--- src/rtl/dm_access_seq.sv ---
// dm_access_seq: MEM-stage sequencer for a byte-lane data memory.
// Word-crossing accesses run as two beats when DM_MISALIGN_SPLIT_EN is defined, otherwise they are rejected.
module dm_access_seq #(
  parameter int AW = 10
) (
  input  logic          clk,
  input  logic          rst,
  input  logic          req,
  input  logic          we,
  input  logic [31:0]   addr,
  input  logic [2:0]    DMType,
  input  logic [31:0]   wdata,
  output logic [31:0]   rdata,
  output logic          done,
  output logic          stall,
  output logic          err,
  output logic          mem_en,
  output logic [AW-1:0] mem_addr,
  output logic [3:0]    mem_wea,
  output logic [31:0]   mem_wdata,
  input  logic [31:0]   mem_rdata
);
  // Handshake: req and its fields stay stable until the cycle done=1; stall = req & ~done.
  typedef enum logic [1:0] {IDLE, BEAT0, BEAT1, RESP} state_t;
  state_t state, state_nx;

  logic            we_q, err_q;
  logic [AW+1:0]   addr_q;
  logic [2:0]      type_q;
  logic [31:0]     wdata_q;

  function automatic logic [3:0] size_mask(input logic [2:0] t);
    case (t)
      3'd0:       size_mask = 4'b1111;
      3'd1, 3'd2: size_mask = 4'b0011;
      default:    size_mask = 4'b0001;
    endcase
  endfunction

  // Accept decision on the live request fields.
  logic [7:0] in_lanes;
  logic       in_bad;
  assign in_lanes = {4'b0000, size_mask(DMType)} << addr[1:0];
`ifdef DM_MISALIGN_SPLIT_EN
  assign in_bad = (DMType > 3'd4);
`else
  assign in_bad = (DMType > 3'd4) || (in_lanes[7:4] != 4'b0000);
`endif

  logic [1:0]  pos;
  logic [7:0]  lanes;
  logic [63:0] wide_wdata;
  logic        split;
  assign pos        = addr_q[1:0];
  assign lanes      = {4'b0000, size_mask(type_q)} << pos;
  assign wide_wdata = {32'b0, wdata_q} << {pos, 3'b000};
  assign split      = |lanes[7:4];

  logic [63:0] ld_wide;
`ifdef DM_MISALIGN_SPLIT_EN
  logic [31:0] lo_q;
  always_ff @(posedge clk) begin
    if (rst)
      lo_q <= '0;
    else if (state == BEAT1)
      lo_q <= mem_rdata;
  end
  assign ld_wide = split ? ({mem_rdata, lo_q} >> {pos, 3'b000})
                         : ({32'b0, mem_rdata} >> {pos, 3'b000});
`else
  assign ld_wide = {32'b0, mem_rdata} >> {pos, 3'b000};
`endif

  logic [31:0] ld_d, ld_ext;
  assign ld_d = ld_wide[31:0];
  always_comb begin
    case (type_q)
      3'd1:    ld_ext = {{16{ld_d[15]}}, ld_d[15:0]};
      3'd2:    ld_ext = {16'b0, ld_d[15:0]};
      3'd3:    ld_ext = {{24{ld_d[7]}}, ld_d[7:0]};
      3'd4:    ld_ext = {24'b0, ld_d[7:0]};
      default: ld_ext = ld_d;
    endcase
  end

  always_ff @(posedge clk) begin
    if (rst) begin
      state   <= IDLE;
      we_q    <= 1'b0;
      err_q   <= 1'b0;
      addr_q  <= '0;
      type_q  <= '0;
      wdata_q <= '0;
    end else begin
      state <= state_nx;
      if (state == IDLE && req) begin
        we_q    <= we;
        addr_q  <= addr[AW+1:0];
        type_q  <= DMType;
        wdata_q <= wdata;
        err_q   <= in_bad;
      end
    end
  end

  always_comb begin
    state_nx  = state;
    mem_en    = 1'b0;
    mem_addr  = '0;
    mem_wea   = 4'b0000;
    mem_wdata = '0;
    done      = 1'b0;
    err       = 1'b0;
    rdata     = '0;
    case (state)
      IDLE: if (req) state_nx = in_bad ? RESP : BEAT0;
      BEAT0: begin
        mem_en    = 1'b1;
        mem_addr  = addr_q[AW+1:2];
        mem_wea   = we_q ? lanes[3:0] : 4'b0000;
        mem_wdata = wide_wdata[31:0];
`ifdef DM_MISALIGN_SPLIT_EN
        state_nx  = split ? BEAT1 : RESP;
`else
        state_nx  = RESP;
`endif
      end
`ifdef DM_MISALIGN_SPLIT_EN
      BEAT1: begin
        mem_en    = 1'b1;
        mem_addr  = addr_q[AW+1:2] + AW'(1);
        mem_wea   = we_q ? lanes[7:4] : 4'b0000;
        mem_wdata = wide_wdata[63:32];
        state_nx  = RESP;
      end
`endif
      RESP: begin
        done     = 1'b1;
        err      = err_q;
        rdata    = (we_q || err_q) ? 32'b0 : ld_ext;
        state_nx = IDLE;
      end
      default: state_nx = IDLE;
    endcase
  end

  assign stall = req & ~done;

  // Bits that only matter in one build configuration, or not at all.
  logic unused;
  assign unused = ^{addr[31:AW+2], in_lanes[3:0], lanes[7:4], wide_wdata[63:32], split, ld_wide[63:32]};
endmodule

--- config.mk ---
export PLATFORM = sky130hd
export DESIGN_NAME = dm_access_seq
export DESIGN_NICKNAME = d
export VERILOG_FILES = /design/src/rtl/dm_access_seq.sv
export SDC_FILE = /design/constraint.sdc
export NUM_CORES = 1
export LEC_CHECK = 0
export CORE_MARGIN = 2
export CORE_UTILIZATION = 50
export DETAILED_ROUTE_END_ITERATION = 16
export DONT_BUFFER_PORTS = 1
export GPL_ROUTABILITY_DRIVEN = 0
export PLACE_DENSITY = 0.72
export SKIP_CTS_REPAIR_TIMING = 1
export SYNTH_ARGS = -nofsm -noshare
export SYNTH_HDL_FRONTEND = slang
export SYNTH_SLANG_ARGS = --single-unit
--- constraint.sdc ---
create_clock -name clk -period 2.42 [get_ports clk]
set_input_delay 0.484 -clock clk [delete_from_list [all_inputs] [get_ports clk]]
set_output_delay 0.484 -clock clk [all_outputs]
set_load 0.01 [all_outputs]
==> flow_metrics.py <==
metrics = {
    "cts": {
        "cts_inserted_buffers": 5,
        "clkTransAtPathRegs_ps": 100,
        "ctsLongestPathBuffers": 2,
        "cts-root-buf": "clkbuf_8",
        "clock-sinks": 51,
        "htreeDepth": 2,
        "tritoncts": "built",
        "clock_latency_ps": 310,
    },
    "yosys": {
        "netlist_instances": 483,
        "synth_common_cells": "116 x nand2_1, 69 x a21oi_1, 51 x dfxtp_1, 45 x nor2_1, 32 x mux2i_1",
        "yosysMostFrequentCell": "nand2_1",
        "yosys_warnings": 0,
        "netlist_area_um2": 3470,
        "async_flop_share_pct": 0,
        "yosys-top-cells-area": "dfxtp_1 29%, nand2_1 13%, a21oi_1 10%",
        "synth_area_per_cell_um2": 7.18,
        "synth_ff_type": "dfxtp_1",
        "syn_nets": 586,
        "synth_area_leader_cell": "dfxtp_1",
        "synth-edff-count": 0,
        "yosys_register_bits": 51,
        "synth.distinct_cells": 41,
        "ys_seq_area_share_pct": 29.4,
        "yosys.area.top_type_share_pct": 29.4,
    },
    "critical_path": {
        "cp_slowest_cell": "dfxtp_4",
        "cp_data_required_time_ps": 1940,
        "crit_chain": "mux2i_2 > mux2_4 > nor3b_4 > buf_12 > a2111oi_4 > buf_4",
        "crit_fanout": 15,
        "path_class": "reg -> out",
        "rr_startpoint": "state[0]$_SDFFE_PP0P_",
        "startpoint_type": "flip-flop",
        "critPathCaptureType": "output port",
        "cpPeakStageDelay_ps": 380,
        "cp-startpoint": "addr_q[1]$_SDFFE_PP0P_",
        "critPathArrivalTime_ps": 2000,
    },
    "die": {
        "dieHeight_um": 87.3,
        "die_area_um2": 7620,
        "core_um2": 6760,
        "start_util_pct": 51.4,
        "die_x_um": 87.3,
        "pin_count": 185,
        "rows": 30,
    },
    "sta": {
        "fin_ws_ps": -60.6,
        "setup_viol": 4,
        "fmax_ghz": 0.403,
        "fin_crit_sh_pct": 103,
        "slew_viol_final": 0,
        "final-hold-violation-count": 0,
        "fin_worst_skew_ps": 9.47,
        "rsz0062_at_grt": "yes",
        "setup_tns_ps": -153,
        "worst_pin_slew_ps": 586,
        "holdWs_ps": 231,
        "max_slew_margin_pct": 60.8,
        "fin_crit_ps": 2480,
    },
    "drt": {
        "drt_wl_total_mm": 10.3,
        "drc": 0,
        "via_per_inst": 6.09,
        "wl_per_cell_um": 18.1,
        "vias": 3472,
        "dr.pass1.iters": 4,
        "antenna_left": 0,
        "drt_first_iter_violations": 205,
    },
    "finish": {
        "syn2layout_area_growth_pct": 15.2,
        "fin_nets": 592,
        "drive_above_1_share_pct": 17.1,
        "antennaDiodeCount": 0,
    },
    "pwr": {
        "p_per_area_nw_per_um2": 531,
        "p_seq_share_pct": 45.4,
        "switching_share_pct": 34.7,
        "p_comb_share_pct": 30.2,
        "pwr-share-clk_pct": 24.4,
        "p_leak_uw": 0.00142,
        "p_sw_uw": 737,
        "intPower_uw": 1390,
        "irDropWorstVdd_uv": 338,
    },
    "grt": {
        "antenna_found_initial": 0,
        "grt-ovfl-total": 0,
        "grt_pass1_wl_mm": 14.1,
        "grt_max_degree": 52,
        "first_global_vias": 2926,
        "track_usage_pct": 23.1,
    },
    "run_status": {
        "violations": "setup timing",
        "status": "complete, but fails checks",
    },
    "placed_design": {
        "dp_hpwl_mm": 7.12,
        "preCtsSetupSlack_ps": -7.48,
        "io_buffers": 0,
    },
    "flow_run": {
        "drv_cap": 0,
    },
    "min_path": {
        "holdCritStartpoint": "rst",
        "hold_class": "in -> reg",
    },
}
==> cell usage in the layout, fill, tap and decap left out, types with 8 or more instances in the layout <==
cell type / instances
o2bb2ai_1: 8
dfxtp_1: 46
and2_1: 20
nand2_1: 116
nor2b_1: 16
a211oi_1: 30
mux2i_1: 31
a21oi_1: 68
buf_4: 33
nor2_1: 43
==> per-layer routing <==
layer | GRT usage [%] | wire (um)
met1 | 30.2 | 4470
met2 | 37.9 | 4960
met3 | 6.07 | 811
met4 | 5.31 | 75
met5 | 0 | 0
==> worst paths after layout <==
kind,end,slack [ps],depth (start not counted)
worst max-delay path,rdata[24],-60,6
worst min-delay path,wdata_q[11]$_SDFFE_PP0P_,230,1
worst max register to register,wdata_q[29]$_SDFFE_PP0P_,760,5
worst min register to register,wdata_q[30]$_SDFFE_PP0P_,450,2
==> logic make-up after synthesis <==
family	synth area share, %
fa+ha+maj	0.289
compound gates	24.0
xor+xnor	0.505
mux	10.2
buf+inv	6.31
simple gates	29.3
flops	29.4
==> per-stage QoR <==
stage | cell area [um2] | instances | total power [uW] | utilization, %
6_report | 4000 | 570 | 2120 | 59.2
5_1_grt | 4000 | 570 | 2240 | 59.2
4_1_cts | 3700 | 557 | 2050 | 54.8
3_5_place_dp | 3610 | 549 | 1540 | 53.4
3_3_place_gp | 3610 | 549 | 1520 | 53.4
2_1_floorplan | 3470 | 483 | 1420 | -
==> power by group through the flow <==
| stage | Sequential, uW | Clock (uW) | Combinational, uW |
|---|---|---|---|
| detailed placement | 979 | 0 | 559 |
| CTS | 959 | 528 | 561 |
| floorplan | 953 | 0 | 463 |
| global route | 975 | 564 | 697 |
| finish | 965 | 517 | 641 |
| global placement | 977 | 0 | 543 |
==> cell type report <==
cell class              instances  area (um2)
clock buffers                   7        86.3
well taps                      80         100
clock inverters                 1        8.76
multi-input cells             385        2370
flip-flops and latches         51        1040
fillers                       652        2760
repair buffers                 42         375
inverters                       4        15.0
==> sequential cells by signal, summed over array words and instances (netlist names) <==
| register | cells |
|---|---|
| err_q | 1 |
| we_q | 1 |
| type_q | 3 |
| state | 2 |
| wdata_q | 32 |
| addr_q | 12 |
==> worst max-delay path, delay by kind of cell, from the launching register on <==
kind	cells	cell delay, ps
buf+inv	2	350
flops	1	380
mux	2	460
simple gates	1	160
compound gates	1	340
No activity file was read; power rests on OpenSTA's default activity.
